`src/rtl/pixel_fb_writer.sv`:
```
// Pixel stream consumer: buffers (x, y, colour) pixels in a small FIFO, translates them to
// linear framebuffer addresses and drives the framebuffer write port; also runs full-screen clears.
module pixel_fb_writer #(
    parameter int         FIFO_DEPTH   = 4,
    parameter int         SCREEN_W     = 160,
    parameter int         SCREEN_H     = 120,
    parameter logic [8:0] CLEAR_COLOUR = 9'h000
) (
    input  logic        clk,
    input  logic        reset,
    input  logic        in_valid,
    output logic        in_ready,
    input  logic [7:0]  in_x,
    input  logic [6:0]  in_y,
    input  logic [8:0]  in_colour,
    input  logic        clear_req,
    output logic [14:0] fb_address,
    output logic [8:0]  fb_data,
    output logic        fb_wren,
    output logic        busy,
    output logic        clear_done,
    output logic [7:0]  drop_count
);

    localparam int          AW         = (FIFO_DEPTH > 1) ? $clog2(FIFO_DEPTH) : 1;
    localparam logic [AW:0] FULL_COUNT = (AW+1)'(FIFO_DEPTH);
    localparam logic [14:0] LAST_ADDR  = 15'(SCREEN_W * SCREEN_H - 1);

    typedef enum logic [1:0] {
        RUN   = 2'd0,
        DRAIN = 2'd1,
        CLEAR = 2'd2
    } state_t;

    typedef struct packed {
        logic [7:0] x;
        logic [6:0] y;
        logic [8:0] colour;
    } pixel_t;

    state_t        state_q, state_d;

    pixel_t        mem_q [FIFO_DEPTH];
    logic [AW-1:0] wrPtr_q, wrPtr_d;
    logic [AW-1:0] rdPtr_q, rdPtr_d;
    logic [AW:0]   count_q, count_d;

    logic          stValid_q, stValid_d;
    pixel_t        stPix_q, stPix_d;

    logic [14:0]   fbAddr_q, fbAddr_d;
    logic [8:0]    fbData_q, fbData_d;
    logic          fbWren_q, fbWren_d;
    logic          clearWrite_q, clearWrite_d;
    logic          clearDone_q, clearDone_d;
    logic [14:0]   clearAddr_q, clearAddr_d;
    logic [7:0]    dropCount_q, dropCount_d;

    logic          fifoEmpty;
    logic          fifoFull;
    logic          push;
    logic          pop;
    logic          inRange;
    logic [14:0]   yWide;
    logic [14:0]   pixAddr;
    pixel_t        pixIn;

    assign fifoEmpty = (count_q == '0);
    assign fifoFull  = (count_q == FULL_COUNT);
    assign in_ready  = !reset && (state_q == RUN) && !fifoFull;
    assign push      = in_valid && in_ready;
    assign pop       = !fifoEmpty && (state_q != CLEAR);
    assign pixIn     = '{x: in_x, y: in_y, colour: in_colour};

    // y*160 as a shift-add; the 15-bit width holds the largest reachable sum without wrap.
    assign yWide   = 15'(stPix_q.y);
    assign pixAddr = (yWide << 7) + (yWide << 5) + 15'(stPix_q.x);
    assign inRange = (32'(stPix_q.x) < SCREEN_W) && (32'(stPix_q.y) < SCREEN_H);

    assign fb_address = fbAddr_q;
    assign fb_data    = fbData_q;
    assign fb_wren    = fbWren_q;
    assign clear_done = clearDone_q;
    assign drop_count = dropCount_q;
    assign busy       = (state_q != RUN) || !fifoEmpty || stValid_q;

    always_ff @(posedge clk or posedge reset) begin
        if (reset) begin
            state_q <= RUN;
        end else begin
            state_q <= state_d;
        end
    end

    always_comb begin
        state_d = state_q;
        case (state_q)
            RUN: begin
                if (clear_req) state_d = DRAIN;
            end
            DRAIN: begin
                if (fifoEmpty && !stValid_q) state_d = CLEAR;
            end
            CLEAR: begin
                if (clearAddr_q == LAST_ADDR) state_d = RUN;
            end
            default: state_d = RUN;
        endcase
    end

    // Storage has no reset: the pointers and count alone decide what is valid.
    always_ff @(posedge clk) begin
        if (push) mem_q[wrPtr_q] <= pixIn;
    end

    always_comb begin
        wrPtr_d   = wrPtr_q;
        rdPtr_d   = rdPtr_q;
        count_d   = count_q + (AW+1)'(push) - (AW+1)'(pop);
        stValid_d = pop;
        stPix_d   = stPix_q;
        if (push) wrPtr_d = wrPtr_q + 1'b1;
        if (pop) begin
            rdPtr_d = rdPtr_q + 1'b1;
            stPix_d = mem_q[rdPtr_q];
        end
    end

    always_ff @(posedge clk or posedge reset) begin
        if (reset) begin
            wrPtr_q   <= '0;
            rdPtr_q   <= '0;
            count_q   <= '0;
            stValid_q <= 1'b0;
            stPix_q   <= '0;
        end else begin
            wrPtr_q   <= wrPtr_d;
            rdPtr_q   <= rdPtr_d;
            count_q   <= count_d;
            stValid_q <= stValid_d;
            stPix_q   <= stPix_d;
        end
    end

    // Clear writes take priority; the translate stage is always empty by the time CLEAR is entered.
    always_comb begin
        fbAddr_d     = fbAddr_q;
        fbData_d     = fbData_q;
        fbWren_d     = 1'b0;
        clearWrite_d = 1'b0;
        clearAddr_d  = '0;
        dropCount_d  = dropCount_q;
        clearDone_d  = clearWrite_q && (fbAddr_q == LAST_ADDR);
        if (state_q == CLEAR) begin
            fbWren_d     = 1'b1;
            fbAddr_d     = clearAddr_q;
            fbData_d     = CLEAR_COLOUR;
            clearWrite_d = 1'b1;
            clearAddr_d  = clearAddr_q + 15'd1;
        end else if (stValid_q) begin
            if (inRange) begin
                fbWren_d = 1'b1;
                fbAddr_d = pixAddr;
                fbData_d = stPix_q.colour;
            end else if (dropCount_q != 8'hFF) begin
                dropCount_d = dropCount_q + 8'd1;
            end
        end
    end

    always_ff @(posedge clk or posedge reset) begin
        if (reset) begin
            fbAddr_q     <= '0;
            fbData_q     <= '0;
            fbWren_q     <= 1'b0;
            clearWrite_q <= 1'b0;
            clearDone_q  <= 1'b0;
            clearAddr_q  <= '0;
            dropCount_q  <= '0;
        end else begin
            fbAddr_q     <= fbAddr_d;
            fbData_q     <= fbData_d;
            fbWren_q     <= fbWren_d;
            clearWrite_q <= clearWrite_d;
            clearDone_q  <= clearDone_d;
            clearAddr_q  <= clearAddr_d;
            dropCount_q  <= dropCount_d;
        end
    end

endmodule

```
`config.mk`:
```
export PLATFORM = sky130hd
export DESIGN_NAME = pixel_fb_writer
export DESIGN_NICKNAME = d
export VERILOG_FILES = /design/src/rtl/pixel_fb_writer.sv
export SDC_FILE = /design/constraint.sdc
export NUM_CORES = 1
export LEC_CHECK = 0
export CAP_MARGIN = 20
export CORE_ASPECT_RATIO = 1.4
export CORE_MARGIN = 1
export CORE_UTILIZATION = 40
export DETAILED_ROUTE_END_ITERATION = 10
export GPL_TIMING_DRIVEN = 0
export PLACE_DENSITY_LB_ADDON = 0.05
export RECOVER_POWER = 50
export SLEW_MARGIN = 30
export SYNTH_ARGS = -nofsm -noshare
export SYNTH_HDL_FRONTEND = slang
export SYNTH_SLANG_ARGS = --single-unit
```
`constraint.sdc`:
```
create_clock -name clk -period 3.5 [get_ports clk]
set_input_delay 0.7 -clock clk [delete_from_list [all_inputs] [get_ports clk]]
set_output_delay 0.7 -clock clk [all_outputs]
set_load 0.01 [all_outputs]
```
==> results of run 1 <==
## sequential cells by signal, summed over array words and instances (netlist names)
name and cells:
fb_wren 1, rdPtr_q 2, count_q 3, mem_q 96, stValid_q 1, fb_address 15, clearWrite_q 1, fb_data 9
clearAddr_q 15, stPix_q 24, drop_count 8, clear_done 1, state_q 2, wrPtr_q 2
## cells by family (layout without fill, tap and decap cells)
| logic type | after synthesis | in the layout | share of synthesized area (%) |
|---|---|---|---|
| AOI/OAI and AO/OA | 51 | 51 | 4.440 |
| adders and majority gates | 24 | 24 | 4.259 |
| muxes | 49 | 49 | 10.89 |
| and+or+nand+nor | 146 | 146 | 9.261 |
| xor gates and xnor gates | 25 | 25 | 2.889 |
| buffers and inverters | 36 | 136 | 2.492 |
| DFF | 180 | 180 | 65.76 |
## final cells by class
type | instances | share of cell area (%)
sequential | 180 | 54.09
multi-input combinational | 295 | 26.06
timing repair buffer | 68 | 8.092
clock buffer | 17 | 4.616
tap | 244 | 3.313
clock inverter | 15 | 1.874
buffer | 22 | 1.371
inverter | 14 | 0.5838
## metrics by stage
stage	hold slack, ns	setup TNS (ns)	util (%)	cell area, sq um	instances
6_report	0.5066	0	49.54	9215	855
5_1_grt	0.5243	0	49.54	9215	855
4_1_cts	0.5127	0	49.66	9239	855
3_5_place_dp	0.4964	0	46.45	8641	823
3_3_place_gp	0.4944	-79.37	45.78	8516	818
2_1_floorplan	0.4804	0	-	7580	511
## per-layer routing
metal	GRT usage, %	wire length (um)	vias up
li1	-	-	2063
met1	19.75	6322	2199
met2	31.87	8267	72
met3	3.419	452	20
met4	5.828	282	0
met5	0	0	-
## Yosys cell counts (2+ instances only)
cell,number
sky130_fd_sc_hd__o211ai_1,3
sky130_fd_sc_hd__nor4_1,2
sky130_fd_sc_hd__and3_1,9
sky130_fd_sc_hd__mux2_4,2
sky130_fd_sc_hd__nand4_1,8
sky130_fd_sc_hd__clkbuf_1,4
sky130_fd_sc_hd__a31oi_1,8
sky130_fd_sc_hd__edfxtp_1,96
sky130_fd_sc_hd__buf_4,3
sky130_fd_sc_hd__inv_1,13
sky130_fd_sc_hd__a211o_1,4
sky130_fd_sc_hd__buf_2,10
sky130_fd_sc_hd__a211oi_1,2
sky130_fd_sc_hd__nor3_1,7
sky130_fd_sc_hd__xor2_1,12
sky130_fd_sc_hd__and2_1,3
sky130_fd_sc_hd__and4_1,3
sky130_fd_sc_hd__fa_1,3
sky130_fd_sc_hd__buf_6,4
sky130_fd_sc_hd__ha_1,21
sky130_fd_sc_hd__a21oi_1,20
sky130_fd_sc_hd__a21o_1,2
sky130_fd_sc_hd__o21ai_0,8
sky130_fd_sc_hd__nor2_1,32
sky130_fd_sc_hd__mux2_2,20
sky130_fd_sc_hd__dfrtp_1,84
sky130_fd_sc_hd__mux2i_1,3
sky130_fd_sc_hd__nand2_1,55
sky130_fd_sc_hd__mux4_2,24
sky130_fd_sc_hd__nor4bb_1,2
sky130_fd_sc_hd__nand3_1,17
sky130_fd_sc_hd__xnor2_1,13
## worst max-delay path: stages
cell	delay (ns)
sky130_fd_sc_hd__dlygate4sd3_1	0.59
sky130_fd_sc_hd__a2111oi_4	0.31
sky130_fd_sc_hd__clkdlybuf4s50_1	0.61
## path summary, 6_finish.rpt
path | to | slack, ns | from | cells after the start
setup / recovery | in_ready | 0.58 | reset | 3
hold / removal | drop_count[4] | 0.51 | drop_count[4] | 1
setup reg to reg | count_q[2] | 0.76 | state_q[0] | 10
hold reg to reg | drop_count[4] | 0.51 | drop_count[4] | 1
max in group asynchronous | fb_address[13] | 1.75 | reset | 3
min in group asynchronous | state_q[0] | 0.95 | reset | 2
## where the power goes
| part | leakage (uW) | switching (uW) | total, uW | internal (uW) |
|---|---|---|---|---|
| registers | 0.00190 | 336 | 3000 | 2670 |
| clock network | 0.000291 | 929 | 1900 | 975 |
| logic | 0.00136 | 1530 | 3100 | 1580 |
| total | 0.00355 | 2790 | 8010 | 5220 |
## placed cells by master (no fill, tap or decap), types with 3 or more instances in the layout
cell type                         netlist  routed
sky130_fd_sc_hd__a211o_1                4       4
sky130_fd_sc_hd__a21oi_1               20      20
sky130_fd_sc_hd__a31oi_1                8       8
sky130_fd_sc_hd__and2_1                 3       3
sky130_fd_sc_hd__and3_1                 9       5
sky130_fd_sc_hd__and3_2                 0       4
sky130_fd_sc_hd__and4_1                 3       3
sky130_fd_sc_hd__buf_12                 0       3
sky130_fd_sc_hd__buf_2                 10       5
sky130_fd_sc_hd__buf_6                  4       4
sky130_fd_sc_hd__clkbuf_1               4      10
sky130_fd_sc_hd__clkbuf_16              0      17
sky130_fd_sc_hd__clkdlybuf4s50_1        0      38
sky130_fd_sc_hd__dfrtp_1               84      84
sky130_fd_sc_hd__dlygate4sd3_1          0      25
sky130_fd_sc_hd__edfxtp_1              96      96
sky130_fd_sc_hd__fa_1                   3       3
sky130_fd_sc_hd__ha_1                  21      21
sky130_fd_sc_hd__inv_1                 13      12
sky130_fd_sc_hd__inv_6                  0       4
sky130_fd_sc_hd__inv_8                  0       5
sky130_fd_sc_hd__mux2_2                20      20
sky130_fd_sc_hd__mux2i_1                3       3
sky130_fd_sc_hd__mux4_2                24      24
sky130_fd_sc_hd__nand2_1               55      55
sky130_fd_sc_hd__nand3_1               17      17
sky130_fd_sc_hd__nand4_1                8       8
sky130_fd_sc_hd__nor2_1                32      33
sky130_fd_sc_hd__nor3_1                 7       7
sky130_fd_sc_hd__o211ai_1               3       3
sky130_fd_sc_hd__o21ai_0                8       8
sky130_fd_sc_hd__xnor2_1               13      13
sky130_fd_sc_hd__xor2_1                12      12
==> flow_summary_export.csv, run 1 <==
group,metric,value,unit
run_status,run_status,"complete, no violations",
drt,wl_per_cell,17.93,um
timing,tightest_pin_transition,0.9310,ns
worst_setup_path,critPathCaptureType,"primary output",
clock_tree,cts_setup_buffers,0,
synthesis,synth_enable_flop_cells,96,
synthesis,yosysWarnings,0,
timing,skew,0.01158,ns
die,start_util,40.75,%
clock_tree,tritoncts,"built",
synthesis,ys_types,46,
clock_tree,clk_path_buf_depth,2,
placement,detailedPlacementHpwl,10.81,mm
synthesis,yosys-top-cells-area,"sky130_fd_sc_hd__edfxtp_1, sky130_fd_sc_hd__dfrtp_1, sky130_fd_sc_hd__mux4_2",
die,coreArea,18600,sq um
die,rows,59,
clock_tree,cts_made_buffers,17,
drt,num_vias,4354,
synthesis,ys_ff_latch,180,
worst_setup_path,timing.critical_path.from_type,"input pin",
global_route,grt_pass1_vias,4729,
run,maxCapViolations,0,
layout,area_delta_synth_final,21.57,%
worst_setup_path,crit_required,2.80,ns
clock_tree,clock-sinks,180,
worst_setup_path,largest_fanout_of_any_net_on_the_critical_path,6,
drt,detail_route.wirelength,15.33,mm
placement,io_buffer_count,63,
synthesis,async_reset_ff_share,46.67,%
drt,detail_route.iter0.violations,269,
global_route,gr-total-overflow,0,
synthesis,post-synth-top-area-fraction,38.03,%
timing,report.final.slew_viol_count,0,
global_route,globalRouteTotalUtil,17.20,%
synthesis,synthCells,511,
clock_tree,cts.hold.buffers_added,0,
timing,layout_worst_path_cycle_share,83.44,%
layout,sequential_cell_area,4985,sq um
global_route,grt_pass1_wl,25.23,mm
timing,setup_viol_count_final,0,
drt,route.antenna.remaining_nets,0,
timing,max_freq,342.4,MHz
die,die_height,164.9,um
timing,final-hold-violation-count,0,
timing,worst_slew_slack_as_a_fraction_of_its_limit,37.59,%
synthesis,post_synth.cell_area_avg,14.83,sq um
die,area_of_the_die,19510,sq um
pwr,design_power_total,8010,uW
synthesis,dominantRegCellSynth,"sky130_fd_sc_hd__edfxtp_1",
worst_setup_path,critical_path_arrival,2.22,ns
synthesis,syn_nets,563,
min_path,hold_class,"reg2reg",
synthesis,synth_top_area_cell,"sky130_fd_sc_hd__edfxtp_1",
timing,grt_setup_unrepaired,"false",
drt,drt_pre_antenna_iters,4,
layout,multiInputGateArea,2401,sq um
clock_tree,post_cts.resized_instances,0,
global_route,number_of_antenna_violations_at_the_first_check_in_global_routing,0,
synthesis,post_synth_instance_area,7580,sq um
timing,fin_crit,2.920,ns
pwr,vdd_drop_max,0.4042,mV
clock_tree,clock_insertion_delay_worst_skew,0.43,ns
timing,postLayoutSetupSlackWorst,0.5798,ns
clock_tree,clock_root_cell,"sky130_fd_sc_hd__clkbuf_16",
clock_tree,htree_num_levels,4,
clock_tree,clkTransAtPathRegs,0.08,ns
die,dieWidth,118.3,um
placement,gp_routability_congestion,0.7831,
worst_setup_path,path_class,"in2out",
drt,via_per_inst,5.092,
layout,antenna_cells_inserted,0,
pwr,p_leak,0.003547,uW
layout,fillerInstances,1678,
die,io-pin-count,64,
layout,fraction_of_layout_instances_using_a_drive_strength_above_1,17.35,%
layout,num-nets-final,650,
global_route,largest_net_degree_at_the_start_of_global_routing,68,
placement,dp_slack,0.3284,ns
synthesis,synth.yosys.seq_area_share,65.76,%
pwr,power_density,869.2,nW/um^2
drt,drcViolationCount,0,
Note: power is estimated with default switching activity, not from simulation.
==> run 2: changes to the inputs <==
==> constraint.sdc (replaced) <==
create_clock -name clk -period 2.5 [get_ports clk]
set_input_delay 0.5 -clock clk [delete_from_list [all_inputs] [get_ports clk]]
set_output_delay 0.5 -clock clk [all_outputs]
set_load 0.01 [all_outputs]
==> flow_summary_export.csv, run 2 (synthesis gave the netlist of run 1 again) <==
group,metric,value,unit
run_status,run_status,"complete, no violations",
timing,final-hold-violation-count,0,
timing,postLayoutSetupSlackWorst,0.06928,ns
layout,largest_register_ffs,96,
layout,layout_commonest_cell,"sky130_fd_sc_hd__edfxtp_1",
placement,io_buffer_count,63,
min_path,min_path_cells,1,
die,start_util,40.75,%
timing,fin_crit,2.431,ns
layout,final_cell_mix,"sky130_fd_sc_hd__edfxtp_1, sky130_fd_sc_hd__dfrtp_1, sky130_fd_sc_hd__nand2_1",
global_route,globalRouteTotalUtil,17.63,%
timing,skew,0.008923,ns
timing,setup-tns-final,0,ns
clock_tree,tritoncts,"built",
timing,max_freq,411.4,MHz
worst_setup_path,cp.buffers_inverters,3,
die,area_of_the_die,19510,sq um
pwr,power_density,1221,nW/um^2
timing,report.final.slew_viol_count,0,
placement,dp_slack,-0.4152,ns
drt,wl_per_cell,18.10,um
drt,route.antenna.remaining_nets,0,
clock_tree,htree_num_levels,4,
pwr,p_leak,0.003615,uW
worst_setup_path,rr_worst_depth,9,
drt,via_per_inst,5.037,
layout,antenna_cells_inserted,0,
timing,tightest_pin_transition,0.7322,ns
run,maxCapViolations,0,
worst_setup_path,crit-reg2reg-capture,"fb_address[12]",
die,dieWidth,118.3,um
min_path,hold_class,"reg2reg",
global_route,largest_net_degree_at_the_start_of_global_routing,28,
worst_setup_path,crit_required,2.81,ns
die,coreArea,18600,sq um
layout,area_delta_synth_final,22.99,%
worst_setup_path,worst_path_dominant_cell_family,"adder cells",
worst_setup_path,worst_setup_path_startpoint,"reset",
clock_tree,clock_insertion_delay_worst_skew,0.43,ns
timing,setup_viol_count_final,0,
timing,worst_slew_slack_as_a_fraction_of_its_limit,51.19,%
worst_setup_path,timing.reg2reg.setup_slack,0.08,ns
clock_tree,clock_root_cell,"sky130_fd_sc_hd__clkbuf_16",
layout,fin_area,9323,sq um
timing,layout_worst_path_cycle_share,97.23,%
worst_setup_path,timing.critical_path.from_type,"input pin",
worst_setup_path,critPathCaptureType,"flip-flop",
worst_setup_path,worst_path_max_delay_cell,"sky130_fd_sc_hd__dlygate4sd3_1",
global_route,gr-total-overflow,0,
worst_setup_path,critical_path_arrival,2.74,ns
worst_setup_path,largest_fanout_of_any_net_on_the_critical_path,4,
min_path,min_to,"drop_count[4]",
global_route,grt_pass1_wl,25.58,mm
min_path,holdCritStartpoint,"drop_count[4]",
worst_setup_path,r2r-start,"stPix_q[23]",
global_route,number_of_antenna_violations_at_the_first_check_in_global_routing,0,
timing,grt_setup_unrepaired,"true",
clock_tree,clk_path_buf_depth,2,
global_route,grt_pass1_vias,4738,
layout,sequential_cell_area,4986,sq um
drt,detail_route.wirelength,15.69,mm
placement,gp_routability_congestion,0.7651,
die,io-pin-count,64,
pwr,vdd_drop_max,0.5523,mV
drt,drcViolationCount,0,
drt,drt_pre_antenna_iters,4,
placement,placement.cell_area,8672,sq um
layout,num-nets-final,662,
clock_tree,clkTransAtPathRegs,0.07,ns
layout,register_name_with_the_most_flops,"mem_q",
placement,detailedPlacementHpwl,10.97,mm
drt,num_vias,4367,
layout,fillerInstances,1686,
clock_tree,clock-sinks,180,
worst_setup_path,timing.critical_path.cells,"dlygate4sd3_1 -> a2111oi_4 -> and2_4 -> inv_1 -> ha_1 -> inv_1 -> ha_1 -> fa_2 -> xor2_1 -> xnor2_1",
layout,fraction_of_layout_instances_using_a_drive_strength_above_1,20.71,%
layout,reg_top3,"mem_q (96), stPix_q (24)",
worst_setup_path,path_class,"in2reg",
die,rows,59,
die,die_height,164.9,um
drt,detail_route.iter0.violations,164,
layout,multiInputGateArea,2432,sq um
clock_tree,cts_made_buffers,17,
worst_setup_path,critPathMaxStageDelay,0.59,ns
-- run 2: cell count changes in the layout (fill, tap and decap cells not counted), sizes merged --
cell           previous run  this run
dlymetal6s2s              0         1
clkdlybuf4s50            38        37
buf                      17        29
inv                      24        23
clkbuf                   27        28
-- run 2: cell type report --
class,count,area share [%]
Buffer,22,1.409
Clock buffer,18,4.711
Clock inverter,14,1.570
Inverter,14,0.5771
Multi-Input combinational cell,295,26.09
Sequential cell,180,53.48
Tap cell,244,3.275
Timing Repair Buffer,80,8.885
-- run 2: worst register-to-register path, delay by kind of cell (launching register included) --
family | cells | cell delay (ns)
simple gates | 1 | 0.09
buf+inv | 2 | 0.13
compound gates | 3 | 0.56
flops | 1 | 0.37
mux | 1 | 0.19
fa+ha+maj | 2 | 0.98
-- run 2: worst max path at each step --
| stage | endpoint | slack [ns] | cells past startpoint |
|---|---|---|---|
| floorplan | count_q[2] | 0.04 | 10 |
| global placement | mem_q[3][18] | -0.52 | 3 |
| detailed placement | count_q[2] | -0.42 | 10 |
| CTS | count_q[2] | 0.03 | 10 |
| global route | fb_address[14] | -0.04 | 9 |
| finish | count_q[2] | 0.07 | 10 |
-- run 2: metal layers --
layer / GRT usage (%) / vias up / wire [um]
li1: - / 2079 / -
met2: 32.43 / 67 / 8688
met3: 3.488 / 16 / 366
met4: 6.235 / 0 / 223
met5: 0 / - / 0
met1: 20.38 / 2205 / 6410
-- run 2: power by group --
group          switching [uW]  total (uW)  internal [uW]
Combinational            2210        4560           2360
Clock                    1250        2610           1360
Sequential                472        4210           3740
Total                    3930       11400           7460
-- run 2: what timing repair did --
item                                    CTS  global route
hold buffers                              0             0
endpoints found under the setup margin    5             6
endpoints found under the hold margin     0             0
resized for setup                         2             8
pin swaps                                 3             8
cloned                                    0             0
setup buffers                             1             9
-- run 2: stage by stage --
stage,power [uW],hold slack [ns],util [%],cells
2_1_floorplan,7205,0.4804,-,511
3_3_place_gp,8551,0.4918,45.80,818
3_5_place_dp,8691,0.4959,46.62,825
4_1_cts,11380,0.4588,49.85,858
5_1_grt,12190,0.5269,50.11,867
6_report,11390,0.5036,50.11,867
==> run 3: changes to the inputs <==
--- a/config.mk
+++ b/config.mk
@@ -13,7 +13,7 @@
 export GPL_TIMING_DRIVEN = 0
 export PLACE_DENSITY_LB_ADDON = 0.05
 export RECOVER_POWER = 50
-export SLEW_MARGIN = 30
+export SLEW_MARGIN = 40
 export SYNTH_ARGS = -nofsm -noshare
 export SYNTH_HDL_FRONTEND = slang
 export SYNTH_SLANG_ARGS = --single-unit
==> flow_summary_export.csv, run 3 (synthesis gave the netlist of run 1 again) <==
group,metric,value,unit
clock_tree,tritoncts,"built",
worst_setup_path,largest_fanout_of_any_net_on_the_critical_path,4,
timing,grt_setup_unrepaired,"true",
timing,skew,0.01082,ns
worst_setup_path,crit_required,2.80,ns
clock_tree,htree_num_levels,4,
pwr,power_density,1222,nW/um^2
run,maxCapViolations,0,
placement,placed_cells_incl_taps,826,
global_route,grt_pass1_wl,25.83,mm
layout,final_cell_mix,"sky130_fd_sc_hd__edfxtp_1, sky130_fd_sc_hd__dfrtp_1, sky130_fd_sc_hd__nand2_1",
drt,route.antenna.remaining_nets,0,
drt,wl_per_cell,18.04,um
clock_tree,clock_insertion_delay_worst_skew,0.43,ns
timing,layout_worst_path_cycle_share,97.49,%
global_route,number_of_antenna_violations_at_the_first_check_in_global_routing,0,
timing,setup_viol_count_final,0,
layout,fraction_of_layout_instances_using_a_drive_strength_above_1,20.97,%
clock_tree,clk_path_buf_depth,2,
layout,largest_register_ffs,96,
layout,fin_area,9336,sq um
worst_setup_path,path_class,"reg2reg",
layout,num-nets-final,659,
timing,final-hold-violation-count,0,
clock_tree,cts.hold.buffers_added,0,
die,rows,59,
layout,area_delta_synth_final,23.18,%
worst_setup_path,critical_path_arrival,2.74,ns
timing,postLayoutSetupSlackWorst,0.06264,ns
placement,io_buffer_count,63,
die,die_height,164.9,um
layout,reg_top3,"mem_q (96), stPix_q (24)",
global_route,globalRouteTotalUtil,17.74,%
clock_tree,clock-sinks,180,
placement,detailedPlacementHpwl,11.05,mm
drt,detail_route.iter0.violations,141,
drt,detail_route.wirelength,15.59,mm
layout,antenna_cells_inserted,0,
timing,holdWs,0.2568,ns
drt,drcViolationCount,0,
layout,register_name_with_the_most_flops,"mem_q",
layout,layout_commonest_cell,"sky130_fd_sc_hd__edfxtp_1",
worst_setup_path,critPathCaptureType,"flip-flop",
timing,tightest_pin_transition,1.082,ns
clock_tree,clkTransAtPathRegs,0.08,ns
global_route,largest_net_degree_at_the_start_of_global_routing,25,
pwr,vdd_drop_max,0.5469,mV
die,coreArea,18600,sq um
pwr,p_leak,0.003613,uW
worst_setup_path,timing.critical_path.from_type,"flip-flop",
min_path,hold_class,"in2async",
die,start_util,40.75,%
timing,max_freq,410.3,MHz
placement,placement.cell_area,8725,sq um
placement,gp_routability_congestion,0.7651,
drt,drt_pre_antenna_iters,4,
global_route,grt_pass1_vias,4761,
clock_tree,clock_root_cell,"sky130_fd_sc_hd__clkbuf_16",
drt,num_vias,4390,
die,dieWidth,118.3,um
timing,setup-tns-final,0,ns
layout,final-instance-count-excl-fill,864,
timing,report.final.slew_viol_count,0,
run_status,run_status,"complete, no violations",
die,io-pin-count,64,
die,area_of_the_die,19510,sq um
timing,fin_crit,2.437,ns
drt,via_per_inst,5.081,
timing,worst_slew_slack_as_a_fraction_of_its_limit,27.86,%
placement,dp_slack,-0.4356,ns
global_route,gr-total-overflow,0,
clock_tree,cts_made_buffers,17,
run 3: what timing repair did:
action / in CTS / in global routing
setup buffers: 3 / 3
gates resized for setup: 2 / 8
pin swaps: 2 / 6
setup endpoints to repair: 5 / 6
gates cloned: 0 / 0
run 3: final cells by class:
class / instances / area, sq um
buffer: 22 / 136.4
clock buffer: 17 / 425.4
clock inverter: 15 / 177.7
fill: 1697 / 9266
inverter: 14 / 53.80
multi-input combinational: 295 / 2437
sequential: 180 / 4986
tap: 244 / 305.3
timing repair buffer: 77 / 814.5
run 3: per-stage QoR:
stage | total power, uW | utilization, %
2_1_floorplan | 7205 | -
3_3_place_gp | 8551 | 45.80
3_5_place_dp | 8701 | 46.90
4_1_cts | 11500 | 50.31
5_1_grt | 12230 | 50.19
6_report | 11410 | 50.19
run 3: critical path, stage by stage (launching register included):
cell and delay (ns):
sky130_fd_sc_hd__dfrtp_1 0.46, sky130_fd_sc_hd__a2111oi_4 0.44, sky130_fd_sc_hd__and2_4 0.22, sky130_fd_sc_hd__inv_1 0.05, sky130_fd_sc_hd__ha_1 0.26, sky130_fd_sc_hd__inv_1 0.04, sky130_fd_sc_hd__ha_1 0.18, sky130_fd_sc_hd__fa_1 0.38
sky130_fd_sc_hd__xor2_1 0.16, sky130_fd_sc_hd__xnor2_1 0.13
run 3: where the power goes:
part	total [uW]	switching, uW	internal (uW)
Combinational	4510	2180	2340
Clock	2680	1310	1370
Sequential	4220	483	3730
run 3: worst paths after layout:
path	from	to	slack [ns]	cells past startpoint
max	count_q[2]	count_q[2]	0.06	9
min	reset	state_q[0]	0.26	2
max reg2reg	count_q[2]	count_q[2]	0.06	9
min reg2reg	drop_count[4]	drop_count[4]	0.51	1
max in group asynchronous	reset	fb_address[10]	0.39	5
min in group clk	drop_count[4]	drop_count[4]	0.51	1
run 3: per-layer routing:
layer | share of wire, % | up-vias | GRT usage [%]
met5 | 0 | - | 0
met3 | 2.5 | 18 | 3.488
met1 | 41 | 2230 | 20.73
met4 | 1.5 | 0 | 6.002
li1 | - | 2075 | -
met2 | 55 | 67 | 32.51
